$ cat src/rtl/matriz_pkg.sv
// Shared constants, FSM state type and slot-sequencing helpers for the LED matrix scan controller.
package matriz_pkg;

    localparam int unsigned NUM_LINHAS  = 7;
    localparam int unsigned LARGURA_COL = 5;

    localparam logic [2:0] COD_DISPLAY  = 3'b000;
    localparam logic [2:0] COD_PRIMEIRA = 3'b001;
    localparam logic [2:0] COD_ULTIMA   = 3'b111;

    typedef enum logic [1:0] {
        StIdle  = 2'd0,
        StBlank = 2'd1,
        StAceso = 2'd2
    } estado_t;

    // Row codes run 001..111, optionally followed by the display slot 000.
    function automatic logic [2:0] proximo_codigo(input logic [2:0] cod, input logic com_display);
        logic [2:0] prox;
        if (cod == COD_ULTIMA) begin
            prox = com_display ? COD_DISPLAY : COD_PRIMEIRA;
        end else if (cod == COD_DISPLAY) begin
            prox = COD_PRIMEIRA;
        end else begin
            prox = cod + 3'd1;
        end
        return prox;
    endfunction

    function automatic logic ultimo_slot(input logic [2:0] cod, input logic com_display);
        return com_display ? (cod == COD_DISPLAY) : (cod == COD_ULTIMA);
    endfunction

endpackage

$ cat src/rtl/divisor_tick.sv
// Scan prescaler: one-clock tick every DIV clocks while enabled, held cleared otherwise.
module divisor_tick #(
    parameter int unsigned DIV = 50000
) (
    input  logic clock,
    input  logic reset_n,
    input  logic habilita,
    output logic tick
);

    localparam logic [15:0] DIV_FIM = 16'(DIV - 1);

    logic [15:0] cont_q, cont_d;

    assign tick = habilita && (cont_q == DIV_FIM);

    always_comb begin
        cont_d = cont_q + 16'd1;
        if (!habilita || tick) begin
            cont_d = '0;
        end
    end

    always_ff @(posedge clock or negedge reset_n) begin
        if (!reset_n) begin
            cont_q <= '0;
        end else begin
            cont_q <= cont_d;
        end
    end

endmodule

$ cat src/rtl/controlador_varredura.sv
// Row-scan controller for a 7x5 LED matrix with double-buffered column patterns and an
// optional 7-segment display slot per frame.
module controlador_varredura
    import matriz_pkg::*;
#(
    parameter int unsigned DIV         = 50000,
    parameter int unsigned BLANK_TICKS = 1,
    parameter int unsigned ON_TICKS    = 8,
    parameter int unsigned DISP_SLOT   = 1
) (
    input  logic                   clock,
    input  logic                   reset_n,
    input  logic                   habilita,
    input  logic                   wr_en,
    input  logic [2:0]             wr_addr,
    input  logic [LARGURA_COL-1:0] wr_data,
    input  logic                   troca,
    output logic [2:0]             codigo,
    output logic                   valido,
    output logic [LARGURA_COL-1:0] colunas,
    output logic                   troca_ok,
    output logic                   quadro_fim
);

    localparam logic [7:0] BLANK_FIM   = 8'(BLANK_TICKS - 1);
    localparam logic [7:0] ON_FIM      = 8'(ON_TICKS - 1);
    localparam bit         COM_DISPLAY = (DISP_SLOT != 0);

    estado_t                estado_q, estado_d;
    logic [2:0]             codigo_q, codigo_d;
    logic [7:0]             ticks_q, ticks_d;
    logic                   pend_q, pend_d;
    logic                   sel_q, sel_d;
    logic [LARGURA_COL-1:0] buf0_q [NUM_LINHAS];
    logic [LARGURA_COL-1:0] buf1_q [NUM_LINHAS];
    logic [LARGURA_COL-1:0] linha_front;
    logic                   tick;
    logic                   ativo;
    logic                   fim_slot;

    // The prescaler starts counting on the BLANK entry so every slot gets full-length phases.
    assign ativo = habilita && (estado_q != StIdle);

    divisor_tick #(
        .DIV (DIV)
    ) u_divisor (
        .clock    (clock),
        .reset_n  (reset_n),
        .habilita (ativo),
        .tick     (tick)
    );

    always_comb begin
        estado_d = estado_q;
        codigo_d = codigo_q;
        ticks_d  = ticks_q;
        fim_slot = 1'b0;
        if (!habilita) begin
            estado_d = StIdle;
            codigo_d = COD_DISPLAY;
            ticks_d  = '0;
        end else begin
            case (estado_q)
                StIdle: begin
                    estado_d = StBlank;
                    codigo_d = COD_PRIMEIRA;
                    ticks_d  = '0;
                end
                StBlank: begin
                    if (tick) begin
                        if (ticks_q == BLANK_FIM) begin
                            estado_d = StAceso;
                            ticks_d  = '0;
                        end else begin
                            ticks_d = ticks_q + 8'd1;
                        end
                    end
                end
                StAceso: begin
                    if (tick) begin
                        if (ticks_q == ON_FIM) begin
                            // Code and state change on the same edge, so the new row
                            // only ever appears while blanked.
                            estado_d = StBlank;
                            ticks_d  = '0;
                            codigo_d = proximo_codigo(codigo_q, COM_DISPLAY);
                            fim_slot = 1'b1;
                        end else begin
                            ticks_d = ticks_q + 8'd1;
                        end
                    end
                end
                default: begin
                    estado_d = StIdle;
                    codigo_d = COD_DISPLAY;
                    ticks_d  = '0;
                end
            endcase
        end
    end

    assign quadro_fim = fim_slot && ultimo_slot(codigo_q, COM_DISPLAY);
    assign troca_ok   = quadro_fim && pend_q;

    // A request arriving in the commit cycle survives the clear and waits a frame.
    assign pend_d = troca || (pend_q && !troca_ok);
    assign sel_d  = sel_q ^ troca_ok;

    always_ff @(posedge clock or negedge reset_n) begin
        if (!reset_n) begin
            estado_q <= StIdle;
            codigo_q <= COD_DISPLAY;
            ticks_q  <= '0;
            pend_q   <= 1'b0;
            sel_q    <= 1'b0;
        end else begin
            estado_q <= estado_d;
            codigo_q <= codigo_d;
            ticks_q  <= ticks_d;
            pend_q   <= pend_d;
            sel_q    <= sel_d;
        end
    end

    // Writes target the back buffer selected before any swap on the same edge.
    always_ff @(posedge clock or negedge reset_n) begin
        if (!reset_n) begin
            for (int i = 0; i < NUM_LINHAS; i++) begin
                buf0_q[i] <= '0;
                buf1_q[i] <= '0;
            end
        end else if (wr_en) begin
            for (int i = 0; i < NUM_LINHAS; i++) begin
                if (wr_addr == 3'(i + 1)) begin
                    if (sel_q) begin
                        buf0_q[i] <= wr_data;
                    end else begin
                        buf1_q[i] <= wr_data;
                    end
                end
            end
        end
    end

    always_comb begin
        linha_front = '0;
        for (int i = 0; i < NUM_LINHAS; i++) begin
            if (codigo_q == 3'(i + 1)) begin
                linha_front = sel_q ? buf1_q[i] : buf0_q[i];
            end
        end
    end

    assign codigo  = codigo_q;
    assign valido  = (estado_q != StAceso);
    assign colunas = (estado_q == StAceso) ? ~linha_front : '1;

endmodule
$ cat config.mk
export PLATFORM = sky130hd
export DESIGN_NAME = controlador_varredura
export DESIGN_NICKNAME = d
export VERILOG_FILES = /design/src/rtl/matriz_pkg.sv /design/src/rtl/divisor_tick.sv /design/src/rtl/controlador_varredura.sv
export SDC_FILE = /design/constraint.sdc
export NUM_CORES = 1
export LEC_CHECK = 0
export CAP_MARGIN = 20
export CORE_MARGIN = 4
export CORE_UTILIZATION = 45
export CTS_CLUSTER_DIAMETER = 50
export DETAILED_ROUTE_END_ITERATION = 16
export GPL_ROUTABILITY_DRIVEN = 0
export SYNTH_ARGS = -nofsm -noshare
export SYNTH_HDL_FRONTEND = slang
export SYNTH_HIERARCHICAL = 1
export SYNTH_SLANG_ARGS = --single-unit
$ cat constraint.sdc
create_clock -name clock -period 6.3 [get_ports clock]
set_clock_uncertainty 0.05 [all_clocks]
set_input_delay 0.945 -clock clock [delete_from_list [all_inputs] [get_ports clock]]
set_output_delay 0.945 -clock clock [all_outputs]
set_load 0.01 [all_outputs]
==> results.md, run 1 <==
* Fmax at ~0.21 GHz
* Yosys warnings at 6
* Post-synth EDFFs at 0
* Drt via density at approximately 5.7
* Clock Latency Late Sink at ~0.35 ns
* RSZ-0062 raised after global routing: false
* Dpl hpwl at approximately 8.0 mm
* Pleak at approximately 2.5 nW
* # nets final at a little over 500
* Port-buffer cells at 23
* Die Span X at approximately 120 um
* Clock buffer depth at 2
* Ys async rst share at 100%
* Multi-input logic area at 2620 um^2
* Share of layout cells above drive strength 1 at 20.7%
* Area Overhead vs Synth at 12.2%
* Fin cells at approximately 630
* Hold_buf cts at 0
* Crit path kind: in2out
* Critical path data arrival time at about 3.8 ns
* Routed len/inst at between 15 and 20 um
* Root Buffer: clkbuf_16
* Vias in the first global route at approximately 3.6k
* Slowest-stage cell, CP: clkdlybuf4s50_1
* Grt total ovfl at 0
* Mapped Area at 5300 um^2
* Most Crowded Layer GR: met2
* CTS clk-pin slew, worst paths at around 0.070 ns
* Status: finished clean
* Top-area cell type share of the netlist area at 47.7%
* Num CTS Buffers at 9
* First-pass GRT wire length at 18.9 mm
* CTS tree: built
* H-tree depth at 3
* Cell Pwr Density at roughly 270 nW/um^2
* Most frequent cells in the layout: dfrtp_1 (100), mux2_2 (70), mux2i_1 (37)
* Area contributors post-synth: dfrtp_1 (48%), mux2_2 (15%), mux2i_1 (7.0%)
* Core area at around 11000 um^2
* Final Util at around half
* Crit path required time at ~5.3 ns
* Slew Limit Fails at 0
* Top delay family on crit path: simple AND/OR/NAND/NOR gates
* Placed cell count at a little over 600
* Slew @ Worst Pin at between 0.9 and 1 ns
* Total global-route track usage at 18.3%
* Predominant post-synthesis flop cell: dfrtp_1
* Tcrit/Tclk final at roughly three quarters
* Max-Cap Viols at 0
* Sum Neg Setup Slack at 0 ns
* Total power at about 1.6 mW
* CTS Sinks at 101
* Setup bufs post-CTS at 0
* R2R cell count at 8
* Reg area at roughly 2500 um^2
* Largest net degree at the start of global routing at 59
* Antenna-violating nets left at 0
* Buffers & Inverters on Critical Path at 3
* CP endpoint kind: primary output
* Relative slew slack at approximately 37%
* Register bit total from synthesis at 101
* Post-synthesis sequential area ratio at 47.7%
* Peak VDD IR at approximately 0.24 mV
* HP Class: reg2reg
* Most common cell after layout, fill and taps aside: dfrtp_1
* # fillers at between 1k and 1.5k
* Vias at ~3.6k
* Min Tclk post-route at about 4.8 ns
* Die ar. at around 14000 um^2
* Starting density of the core at between 40 and 50%
* Crit start category: input port
* Global-route met3 utilization at under 10%
* Fin. Hold Viols at 0
* Chip height at between 100 and 150 um
* Row count at 39
* Worst hold path cell count at 1
* Post-synth cell types at 55
* IO Pins at 24
* CP dominant cell by count: clkdlybuf4s50_1
* CP max FO at 13
* PostCTS Resize Cnt at 0
* Met1 Track Usage GR at between 20% and 30%
* Number of remaining DRC errors at 0
* Syn Inst Count at approximately 460
* Initial DRC count at ~160
* Cells along the critical path: clkdlybuf4s50_1 > nor2b_1 > inv_1 > nor2_1 > nand3_1 > or4b_1 > nor3_4 > clkdlybuf4s50_1
* GRT met2 Usage at about 30%
* Syn nets at 490
* Post-Syn Area per Cell at between 10 and 15 um^2
* Final setup violation count at 0
* Largest area contributor in the synthesized netlist: dfrtp_1
* Initial antenna violation count at 0
* DR pass1 iterations at 4
* CP Depth at 8
* Biggest cell delay along the critical path at approximately 0.7 ns
* Routed WL at ~11 mm
* # diodes at 0
[flip-flops by register name, indices dropped and copies added, names as in the netlist]
register and count:
estado_q 2, sel_q 1, pend_q 1, ticks_q 8, u_divisor/cont_q 16, buf1_q 35
buf0_q 35, codigo 3
[power breakdown]
| group | internal (mW) | switching (mW) |
|---|---|---|
| Clock | 0.349 | 0.254 |
| Combinational | 0.123 | 0.155 |
| Sequential | 0.710 | 0.0428 |
| Total | 1.18 | 0.452 |
[final timing paths]
path	startpoint	to	slack, ns
min in group asynchronous	reset_n	buf1_q[30]	0.52
hold reg to reg	buf0_q[17]	buf0_q[17]	0.45
setup / recovery	habilita	troca_ok	1.48
hold / removal	buf0_q[17]	buf0_q[17]	0.45
max in group asynchronous	reset_n	buf1_q[4]	4.55
setup reg to reg	u_divisor/cont_q[0]	codigo[2]	3.64
[layout make-up]
cell class                      instances  share of cell area (%)
Inverter                               14                   0.884
Multi-Input combinational cell        327                    44.1
Sequential cell                       101                    42.5
Clock inverter                          7                    1.64
Clock buffer                            9                    3.79
Timing Repair Buffer                   25                    4.08
Tap cell                              143                    3.01
[synthesized netlist by cell type, types with 2 or more instances]
cell	instances
a211oi_1	4
a21oi_1	7
a221oi_1	5
a22o_1	2
a22oi_1	5
a41oi_1	2
and2_1	2
and3_1	5
buf_2	8
clkbuf_1	13
dfrtp_1	101
ha_1	13
inv_1	13
mux2_2	70
mux2i_1	37
nand2_1	24
nand2b_1	5
nand3_1	15
nand4_1	6
nor2_1	26
nor2b_1	6
nor3_1	9
nor3_4	2
nor4_1	2
nor4b_1	2
o211a_1	6
o211ai_1	7
o21ai_0	18
o21bai_1	2
o22ai_1	6
o311ai_0	2
or2_2	2
or3_1	2
or4b_1	2
xnor2_1	11
xor2_1	3
[cells by family (layout without fill, tap and decap cells)]
| family | Yosys count | after routing | synth area share [%] |
|---|---|---|---|
| compound gates | 71 | 71 | 9.46 |
| buf+inv | 36 | 55 | 2.88 |
| simple gates | 122 | 122 | 12.7 |
| fa+ha+maj | 13 | 13 | 3.07 |
| xor+xnor | 14 | 14 | 2.31 |
| flops | 101 | 101 | 47.7 |
| mux | 107 | 107 | 21.9 |
[metal layers]
layer / share of wire (%) / up-vias
met1: 46 / 1820
met3: 3.7 / 7
met4: 0.93 / 0
met5: 0 / -
met2: 49 / 51
li1: - / 1719
[stage by stage]
step | hold slack [ns] | setup WS [ns] | area (um^2)
after floorplan | 0.419 | 2.69 | 5300
after global placement | 0.438 | 1.54 | 5620
after detailed placement | 0.443 | 1.49 | 5620
after CTS | 0.459 | 1.47 | 5950
after global routing | 0.469 | 1.26 | 5950
final | 0.455 | 1.48 | 5950
Power figures use the tool's default switching activity.
==> run 2, diff against run 1 <==
==> constraint.sdc (replaced) <==
create_clock -name clock -period 4.6 [get_ports clock]
set_clock_uncertainty 0.05 [all_clocks]
set_input_delay 0.69 -clock clock [delete_from_list [all_inputs] [get_ports clock]]
set_output_delay 0.69 -clock clock [all_outputs]
set_load 0.01 [all_outputs]
==> run 2 against run 1 <==
Effect of this change: cell area about the same; setup slack lost 0.95 ns; largest power group unchanged; die area unchanged; core utilization about the same; register-to-register slack worse by 1.8 ns; sequential cell count unchanged; non-clock buffer count up 1.
==> results.md, run 2 (synthesis results as in run 1) <==
* Status: finished clean
* Slew @ Worst Pin at approximately 0.98 ns
* Num CTS Buffers at 9
* Vias at ~3.7k
* Tcrit/Tclk final at ~88%
* Total global-route track usage at between 10% and 20%
* Relative slew slack at between 30% and 40%
* IO Pins at 24
* Root Buffer: clkbuf_16
* Die ar. at 13600 um^2
* # nets final at about 510
* CTS clk-pin slew, worst paths at around 0.070 ns
* CP max FO at 6
* CTS tree: built
* Most common cell after layout, fill and taps aside: dfrtp_1
* Final Util at 51.8%
* Largest regs: buf0_q x35, buf1_q x35, u_divisor/cont_q x16
* Crit start category: input port
* Clock Latency Late Sink at 0.35 ns
* HP Class: in2async
* Share of layout cells above drive strength 1 at 20.7%
* Vias in the first global route at 3749
* Initial DRC count at roughly 210
* Sum Neg Setup Slack at 0 ns
* Dpl hpwl at ~8 mm
* Routed len/inst at 18.5 um
* Slew Limit Fails at 0
* Routed WL at 11.6 mm
* Drt via density at around 5.8
* Setup bufs post-CTS at 0
* Starting density of the core at between 40% and 50%
* Area Overhead vs Synth at 12.1%
* Core area at ~11000 um^2
* RSZ-0062 raised after global routing: false
* Critical path data arrival time at about 3.3 ns
* Largest net degree at the start of global routing at 67
* Max-Cap Viols at 0
* Pleak at 2.46 nW
* Most frequent cells in the layout: dfrtp_1 (100), mux2_2 (70), mux2i_1 (37)
* Port-buffer cells at 23
* PostCTS Resize Cnt at 0
* Cell Pwr Density at between 300 and 400 nW/um^2
* Total power at around 2.2 mW
* Min Hold Slack at around 0.38 ns
* Hold_buf cts at 0
* Final setup violation count at 0
* Crit path kind: in2out
* Initial antenna violation count at 0
* CP endpoint kind: primary output
* Chip height at roughly 120 um
* Clock buffer depth at 2
* Number of remaining DRC errors at 0
* H-tree depth at 3
* Grt total ovfl at 0
* Crit path required time at 3.86 ns
* Fmax at approximately 0.25 GHz
* Fin. Hold Viols at 0
* First-pass GRT wire length at slightly below 20 mm
* Antenna-violating nets left at 0
* Peak VDD IR at between 0.4 and 0.5 mV
* Die Span X at around 120 um
* CTS Sinks at 101
* DR pass1 iterations at 4
* # diodes at 0
* Row count at 39
* Min Tclk post-route at roughly 4.1 ns
==> run 2: layout make-up <==
cell class | instances | area [um^2]
Clock buffer | 12 | 256
Clock inverter | 4 | 55.1
Fill cell | 1001 | 5520
Inverter | 14 | 52.6
Multi-Input combinational cell | 327 | 2620
Sequential cell | 101 | 2530
Tap cell | 143 | 179
Timing Repair Buffer | 26 | 250
==> run 2: final timing paths <==
path                              endpoint      start  slack, ns  cells after the start
worst max register to register   buf0_q[8]      sel_q       1.87                      3
worst min-delay path            buf0_q[10]    reset_n       0.38                      1
worst max-delay path              troca_ok   habilita       0.53                      8
worst min register to register   buf0_q[2]  buf0_q[2]       0.46                      1
max in group asynchronous       buf0_q[18]    reset_n       3.13                      2
min in group clock               buf0_q[2]  buf0_q[2]       0.46                      1
==> run 2: per-layer routing <==
metal / share of wire, % / wire length (um) / global-route usage [%] / up-vias
met5: 0 / 0 / 0 / -
met3: 4.1 / 476 / 5.03 / 11
met1: 46 / 5390 / 24.5 / 1852
li1: - / - / - / 1718
met2: 48 / 5630 / 31.0 / 74
met4: 0.97 / 113 / 4.51 / 0
==> run 2: power breakdown <==
part | internal, mW | switching [mW] | total (mW)
Combinational | 0.169 | 0.214 | 0.382
Clock | 0.455 | 0.340 | 0.795
Sequential | 0.973 | 0.0582 | 1.03
==> run 2: through the flow <==
step           setup slack, ns  std cells  area (um^2)
6_report                 0.529        627         5940
5_1_grt                  0.357        627         5940
4_1_cts                  0.535        627         5940
3_5_place_dp             0.553        611         5630
3_3_place_gp             0.607        611         5630
2_1_floorplan             1.50        464         5300
==> run 2: critical path, stage by stage <==
cell             delay (ns)
clkdlybuf4s50_1        0.47
nor2b_1                0.24
inv_1                  0.09
nor2_1                 0.19
nand3_1                0.12
or4b_1                 0.70
nor3_4                 0.26
clkdlybuf4s50_1        0.57
==> run 3, diff against run 2 <==
--- a/config.mk
+++ b/config.mk
@@ -6,6 +6,7 @@
 export NUM_CORES = 1
 export LEC_CHECK = 0
 export CAP_MARGIN = 20
+export CORE_ASPECT_RATIO = 0.9
 export CORE_MARGIN = 4
 export CORE_UTILIZATION = 45
 export CTS_CLUSTER_DIAMETER = 50
==> run 3 against run 2 <==
Effect of this change: count of clock-buffer cells in the layout is 1 lower; sequential cell count is the same; core utilization increased by 0.40 points; critical path type unchanged.
==> results.md, run 3 (synthesis results as in run 1) <==
* Slowest-stage cell, CP: or4b_1
* CP endpoint kind: primary output
* R2r setup slk at about 1.9 ns
* Crit start category: input port
* R2R Path Start: u_divisor/cont_q[0]
* Dpl hpwl at ~8 mm
* Slew Limit Fails at 0
* Fmax at 0.245 GHz
* Crit path kind: in2out
* Number of remaining DRC errors at 0
* Drt via density at approximately 5.7
* Setup bufs post-CTS at 0
* Tcrit/Tclk final at around nine tenths
* Vias in the first global route at about 3.7k
* Slew @ Worst Pin at 0.967 ns
* RSZ-0062 raised after global routing: false
* CTS tree: built
* IO Pins at 24
* Total global-route track usage at between 10% and 20%
* Placed cell count at 624
* Largest net degree at the start of global routing at 77
* Fin. Hold Viols at 0
* Chip height at about 110 um
* Top delay family on crit path: simple AND/OR/NAND/NOR gates
* Grt total ovfl at 0
* Relative slew slack at 35.5%
* Area Overhead vs Synth at 13.1%
* Largest regs: buf0_q x35, buf1_q x35, u_divisor/cont_q x16
* Routed len/inst at roughly 18 um
* First-pass GRT wire length at roughly 20 mm
* Cell Pwr Density at between 300 and 400 nW/um^2
* Fin cells at ~640
* Port-buffer cells at 23
* Most frequent cells in the layout: dfrtp_1 (100), mux2_2 (70), mux2i_1 (37)
* Crit path required time at around 3.9 ns
* Final Util at a little over half
* HP Class: in2async
* Critical path data arrival time at 3.34 ns
* Initial antenna violation count at 0
* Sum Neg Setup Slack at 0 ns
* Most common cell after layout, fill and taps aside: dfrtp_1
* Min Tclk post-route at 4.08 ns
* Core area at roughly 11000 um^2
* Hold_buf cts at 0
* DR pass1 iterations at 4
* Die ar. at 13600 um^2
* # nets final at just over 500
* Max-Cap Viols at 0
* CP dominant cell by count: clkdlybuf4s50_1
* Pleak at around 2.5 nW
* Root Buffer: clkbuf_16
* Cells along the critical path: clkdlybuf4s50_1 > nor2b_1 > inv_1 > nor2_1 > nand3_1 > or4b_1 > nor3_4 > clkdlybuf4s50_1
* Die Span X at 122 um
* PostCTS Resize Cnt at 0
* Final setup violation count at 0
* Clock buffer depth at 2
* Vias at between 3k and 4k
* CP max FO at 6
* CTS clk-pin slew, worst paths at 0.06 ns
* CTS Sinks at 101
* R2R Path End: codigo[2]
* H-tree depth at 3
* R2R cell count at 8
* Row count at 37
* Status: finished clean
* # diodes at 0
* Buffers & Inverters on Critical Path at 3
* Peak VDD IR at around 0.24 mV
* Num CTS Buffers at 9
* Share of layout cells above drive strength 1 at about a fifth
* Routed WL at 11.5 mm
* Starting density of the core at 46.2%
* Biggest cell delay along the critical path at approximately 0.70 ns
* Total power at around 2.3 mW
* Antenna-violating nets left at 0
* Initial DRC count at 188
* Clock Latency Late Sink at around 0.35 ns
[run 3: area by class of cell]
| type | count | area [um^2] |
|---|---|---|
| inverters | 14 | 52.6 |
| well taps | 156 | 195 |
| fillers | 1051 | 5490 |
| clock inverters | 4 | 95.1 |
| repair buffers | 26 | 250 |
| flip-flops and latches | 101 | 2530 |
| multi-input cells | 327 | 2620 |
| clock buffers | 11 | 253 |
[run 3: layer usage]
layer  track usage (%)  share of wire, %
met5                 0                 0
met4              4.40               1.1
met3              4.90               3.8
met2              26.9                45
met1              27.5                50
[run 3: worst max-delay path by stage]
stage	cells past startpoint	slack [ns]	startpoint	to
2_1_floorplan	8	1.50	habilita	troca_ok
3_3_place_gp	8	0.59	habilita	troca_ok
3_5_place_dp	8	0.52	habilita	troca_ok
4_1_cts	8	0.50	habilita	troca_ok
5_1_grt	8	0.31	habilita	troca_ok
6_report	8	0.52	habilita	troca_ok
[run 3: worst reg2reg max path, delay by kind of cell, from the launching register on]
family	cells	cell delay, ns
AO/OA/AOI/OAI	2	0.42
flip-flops	1	0.42
adder cells (fa/ha/maj)	1	0.23
AND/OR/NAND/NOR	5	1.49
[run 3: metrics by stage]
| step | cell area (um^2) | hold WS, ns | setup WS (ns) |
|---|---|---|---|
| floorplan | 5300 | 0.344 | 1.50 |
| global placement | 5650 | 0.437 | 0.587 |
| detailed placement | 5650 | 0.444 | 0.516 |
| CTS | 6000 | 0.459 | 0.502 |
| global route | 6000 | 0.465 | 0.311 |
| finish | 6000 | 0.433 | 0.522 |
[run 3: where the power goes]
part | internal [mW] | switching [mW]
Combinational | 0.169 | 0.211
Sequential | 0.973 | 0.0612
Clock | 0.557 | 0.322
